**config.mk**
```make
export PLATFORM = sky130hd
export DESIGN_NAME = universal_shift_register
export DESIGN_NICKNAME = d
export VERILOG_FILES = /design/src/rtl/universal_shift_register.sv
export SDC_FILE = /design/constraint.sdc
export NUM_CORES = 1
export LEC_CHECK = 0
export BUFFER_PORTS_ARGS = -buffer_cell sky130_fd_sc_hd__buf_2
export CAP_MARGIN = 20
export CORE_ASPECT_RATIO = 1.5
export CORE_MARGIN = 2
export CORE_UTILIZATION = 50
export CTS_BUF_LIST = sky130_fd_sc_hd__clkbuf_4
export DETAILED_ROUTE_END_ITERATION = 12
export GPL_TIMING_DRIVEN = 0
export PLACE_DENSITY = 0.73
export SLEW_MARGIN = 25
export SYNTH_ARGS = -nofsm -noshare
export SYNTH_HDL_FRONTEND = slang
export SYNTH_SLANG_ARGS = --single-unit
```
**constraint.sdc**
```tcl
create_clock -name clk -period 2.62 [get_ports clk]
set_clock_uncertainty 0.15 [all_clocks]
set_input_delay 0.262 -clock clk [delete_from_list [all_inputs] [get_ports clk]]
set_output_delay 0.262 -clock clk [all_outputs]
set_load 0.03 [all_outputs]
```
**src/rtl/universal_shift_register.sv**
```systemverilog
// universal_shift_register
//   WIDTH-bit register with per-cycle direct operations (hold, load, shift,
//   rotate, arithmetic shift, clear) and a counted burst engine that repeats
//   one shift/rotate mode cnt times.
// Ports:
//   clk, rst_n      rising-edge clock; synchronous active-low reset
//   en, mode, in    direct-op enable, operation select, parallel load data
//   sin_l, sin_r    serial fill bits entering MSB (SHR) / LSB (SHL)
//   start, cnt      burst request and repetition count
//   out             register contents
//   sout_l, sout_r  MSB / LSB of out
//   busy, done      burst in progress / one-cycle pulse after the final step
module universal_shift_register #(
  parameter int unsigned WIDTH = 16,
  parameter int unsigned CNT_W = 5
) (
  input  logic             clk,
  input  logic             rst_n,
  input  logic             en,
  input  logic [2:0]       mode,
  input  logic [WIDTH-1:0] in,
  input  logic             sin_l,
  input  logic             sin_r,
  input  logic             start,
  input  logic [CNT_W-1:0] cnt,
  output logic [WIDTH-1:0] out,
  output logic             sout_l,
  output logic             sout_r,
  output logic             busy,
  output logic             done
);

  localparam logic [2:0] ModeHold  = 3'b000;
  localparam logic [2:0] ModeLoad  = 3'b001;
  localparam logic [2:0] ModeShl   = 3'b010;
  localparam logic [2:0] ModeShr   = 3'b011;
  localparam logic [2:0] ModeRol   = 3'b100;
  localparam logic [2:0] ModeRor   = 3'b101;
  localparam logic [2:0] ModeAsr   = 3'b110;
  localparam logic [2:0] ModeClear = 3'b111;

  typedef enum logic [0:0] {StIdle, StRun} state_e;

  state_e           state_q, state_d;
  logic [2:0]       op_q, op_d;
  logic [CNT_W-1:0] rem_q, rem_d;
  logic [WIDTH-1:0] out_q, out_d;
  logic             busy_q, busy_d;
  logic             done_q, done_d;

  function automatic logic [WIDTH-1:0] apply_op(input logic [2:0]       op,
                                                input logic [WIDTH-1:0] v,
                                                input logic [WIDTH-1:0] ld,
                                                input logic             sl,
                                                input logic             sr);
    logic [WIDTH-1:0] r;
    case (op)
      ModeHold:  r = v;
      ModeLoad:  r = ld;
      ModeShl:   r = {v[WIDTH-2:0], sr};
      ModeShr:   r = {sl, v[WIDTH-1:1]};
      ModeRol:   r = {v[WIDTH-2:0], v[WIDTH-1]};
      ModeRor:   r = {v[0], v[WIDTH-1:1]};
      ModeAsr:   r = {v[WIDTH-1], v[WIDTH-1:1]};
      ModeClear: r = '0;
      default:   r = v;
    endcase
    return r;
  endfunction

  // Only the pure shift/rotate modes can be repeated by the burst engine.
  logic burst_mode;
  assign burst_mode = (mode >= ModeShl) && (mode <= ModeAsr);

  always_comb begin
    state_d = state_q;
    op_d    = op_q;
    rem_d   = rem_q;
    out_d   = out_q;
    busy_d  = busy_q;
    done_d  = 1'b0;
    unique case (state_q)
      StRun: begin
        // Serial fill bits are sampled live on every burst step.
        out_d = apply_op(op_q, out_q, in, sin_l, sin_r);
        rem_d = rem_q - CNT_W'(1);
        if (rem_q == CNT_W'(1)) begin
          busy_d  = 1'b0;
          done_d  = 1'b1;
          state_d = StIdle;
        end
      end
      StIdle: begin
        if (start && burst_mode) begin
          if (cnt == '0) begin
            done_d = 1'b1;
          end else begin
            // First step happens at the accept edge itself.
            out_d = apply_op(mode, out_q, in, sin_l, sin_r);
            if (cnt == CNT_W'(1)) begin
              done_d = 1'b1;
            end else begin
              op_d    = mode;
              rem_d   = cnt - CNT_W'(1);
              busy_d  = 1'b1;
              state_d = StRun;
            end
          end
        end else if (en) begin
          out_d = apply_op(mode, out_q, in, sin_l, sin_r);
        end
      end
      default: state_d = StIdle;
    endcase
  end

  always_ff @(posedge clk) begin
    if (!rst_n) begin
      state_q <= StIdle;
      op_q    <= ModeHold;
      rem_q   <= '0;
      out_q   <= '0;
      busy_q  <= 1'b0;
      done_q  <= 1'b0;
    end else begin
      state_q <= state_d;
      op_q    <= op_d;
      rem_q   <= rem_d;
      out_q   <= out_d;
      busy_q  <= busy_d;
      done_q  <= done_d;
    end
  end

  assign out    = out_q;
  assign sout_l = out_q[WIDTH-1];
  assign sout_r = out_q[0];
  assign busy   = busy_q;
  assign done   = done_q;

endmodule

```
==> key figures <==
Yosys
  – Main combinational cell family by area after synthesis: compound AO/OA/AOI/OAI gates
  – Xor/xnor share of the synthesized area: 1.997%
  – Yosys reg bits: 27
  – Synth warn: 0
  – Compound-Gate Fraction of Synth Area: 38.71%
  – Avg Cell Area, Syn: 8.860 sq um
  – Post-synthesis adder-cell area fraction: 1.902%
  – Mux cell area share after synthesis: 13.88%
  – Top_reg_cell synth: dfxtp_1
  – Synth area leader: dfxtp_1
  – Syn Inst Count: roughly 300
  – Synth Cell Area: 2631 sq um
  – Post-synth ARST share: 0%
  – Seq/Total Area, Yosys: 20.54%
  – Post-synth top area share: between 20 and 25%
  – Synth unique cells: 50
  – Simple-gate portion of the synthesized area: approximately an eighth
  – Syn_nets: 331
  – EDFF count, synth: 0
  – Top cells by area, synth: dfxtp_1, mux2_2, a221oi_1

Placed design
  – GP Congestion: 0.8277
  – Placed insts: 412
  – PortBufs: between 40 and 50
  – DP HPWL: 5331 microns

Power and ir drop
  – PwrDens: 496.0 nW/um^2
  – Pwr Total: roughly 1.5 mW
  – Max IR drop VDD: 0.3612 mV
  – Pleak: 1.196 nW

Clock network
  – Skew-Pair Late Insertion Delay: 0.34 ns
  – CTS tree: yes
  – Clock slew at reported path FFs: ~0.16 ns
  – CTS sink cnt: 27
  – Clock Root Buffer: clkbuf_4
  – CTS buffer count: 3
  – Htree depth: 1
  – Post-CTS Hold Buffers: 0
  – Post-cts resize count: 0
  – Maximum root-to-sink buffer count: 2
  – Setup bufs post-CTS: 0

Floorplanning
  – Die X: approximately 63 microns
  – Core area: 5125 sq um
  – Die area: 5871 sq um
  – # IOs: 50
  – # rows: 32
  – Starting density of the core: between 50% and 60%
  – Height of the die: 92.85 microns

Setup path
  – Critical path data required time: between 2 and 3 ns
  – Most used cell along the critical path: buf_2
  – Data arrival time of the critical path: approximately 2.2 ns
  – Setup CP Type: reg -> reg
  – CP Cell Sequence: buf_2 > or2_1 > buf_2 > clkbuf_1 > o21ai_0 > o32a_1 > a211oi_2
  – Largest stage delay on the critical path: 0.42 ns
  – Crit-path slowest cell: clkbuf_1
  – CP endpoint kind: flop
  – Startpoint Class: flop
  – CP Max Fanout: 10

Timing
  – RSZ-0062 raised after global routing: false
  – Worst Tran Pin Value: 0.7128 ns
  – Max Fclk: 488.0 MHz
  – Slew headroom: 52.48%
  – Final hold violation count: 0
  – Final number of max-transition violations: 0
  – Final Setup Violations: 0
  – Tmin final: 2.049 ns
  – Final TNS setup: 0 ns
  – Final period utilization: 78.21%

Route
  – Vias per Instance: 6.394
  – DR DRC count: 0
  – WL per Instance: between 15 and 20 microns
  – Post-route ant nets: 0
  – Total iterations of the first detailed-routing run: 5
  – DR iter-0 viols: 164
  – DR vias: ~2,700
  – DRT Wirelength: 7474 microns

Status
  – Outcome: finished, final reports clean

Global routing
  – Largest net degree at the start of global routing: 15
  – Initial antenna violation count: 0
  – First-pass GRT wire length: 12,720 microns
  – Grt total ovfl: 0
  – Vias in the first global route: 2,642
  – Overall Global Routing Usage: 26.63%

Final layout
  – Sequential cell area: between 500 and 600 sq um
  – Commonest non-fill, non-tap cell in the layout: buf_2
  – Fill count: 532
  – Antenna cell count: 0
  – Multi-input gate area: 1833 sq um
  – Layout Nets: 383
  – Share of post-route cells with drive strength above 1: 39.08%
  – Final non-filler cell total: roughly 420
  – Most frequent cells in the layout: buf_2, nor2_1, mux2_2
  – P&R area growth vs syn: 13.31%

Worst hold path
  – HP Class: in -> reg

Run
  – Max Cap Viol: 0
[final timing paths]
path / start / to / slack, ns / cells past startpoint
worst max register to register: op_q[2]$_SDFFE_PN0P_ / out[6]$_SDFFE_PN0P_ / 0.57 / 7
worst min register to register: busy$_SDFFE_PN0P_ / busy$_SDFFE_PN0P_ / 0.34 / 2
worst min-delay path: rst_n / rem_q[4]$_SDFFE_PN0P_ / 0.04 / 2
worst max-delay path: op_q[2]$_SDFFE_PN0P_ / out[6]$_SDFFE_PN0P_ / 0.57 / 7
[critical path: cells and delay by family, from the launching register on]
kind	cells	cell delay (ns)
simple gates	1	0.11
buf+inv	3	0.80
flops	1	0.33
compound gates	3	0.57
[metrics by stage]
stage                     setup WS, ns  hold slack, ns  util, %  cell area (sq um)
after floorplan                 0.6838          0.2295        -               2631
after global placement          0.3835          0.3144    57.59               2952
after detailed placement        0.3522          0.3166    57.59               2952
after CTS                       0.6017         0.03239    58.18               2982
after global routing            0.4544         0.03657    58.18               2982
final                           0.5710         0.04488    58.18               2982
[per-layer routing]
layer | GRT usage (%) | part of all wire [%] | up-vias
li1 | - | - | 1259
met1 | 32.63 | 41 | 1270
met2 | 46.10 | 51 | 113
met3 | 2.916 | 5.3 | 18
met4 | 12.68 | 2.9 | 0
met5 | 0 | 0 | -
[kinds of logic after synthesis]
| kind of cell | Yosys count |
|---|---|
| AOI/OAI and AO/OA | 121 |
| xor gates and xnor gates | 6 |
| adders and majority gates | 4 |
| buffers and inverters | 39 |
| DFF | 27 |
| muxes | 33 |
| and+or+nand+nor | 67 |
[Yosys cell counts (all sizes together), types with 2 or more instances]
| master | n |
|---|---|
| xnor2 | 2 |
| o21ai | 19 |
| inv | 5 |
| dfxtp | 27 |
| nand2 | 10 |
| ha | 4 |
| o21a | 3 |
| o32ai | 2 |
| nor2 | 32 |
| nand3 | 4 |
| xor2 | 4 |
| nor2b | 3 |
| or2 | 3 |
| a21oi | 25 |
| a22oi | 4 |
| and3b | 2 |
| nand2b | 4 |
| mux2i | 5 |
| nor3b | 2 |
| a221oi | 26 |
| clkbuf | 6 |
| buf | 28 |
| nor3 | 4 |
| o32a | 17 |
| mux2 | 28 |
| a211oi | 15 |
[state kept, by name, indices dropped and copies added (netlist names)]
| name | flops |
|---|---|
| out | 16 |
| rem_q | 5 |
| done | 1 |
| state_q | 1 |
| busy | 1 |
| op_q | 3 |
[power by group]
| group | internal [mW] | switching [mW] | total, mW |
|---|---|---|---|
| Clock | 0.0701 | 0.132 | 0.202 |
| Combinational | 0.324 | 0.396 | 0.720 |
| Sequential | 0.464 | 0.0928 | 0.557 |
[layout make-up]
| class | instances | share of cell area (%) |
|---|---|---|
| flip-flops and latches | 27 | 18.13 |
| well taps | 68 | 2.854 |
| repair buffers | 47 | 7.889 |
| clock buffers | 4 | 1.007 |
| multi-input cells | 231 | 61.48 |
| plain buffers | 34 | 8.015 |
| inverters | 5 | 0.6295 |
(Power assumes the default switching activity.)
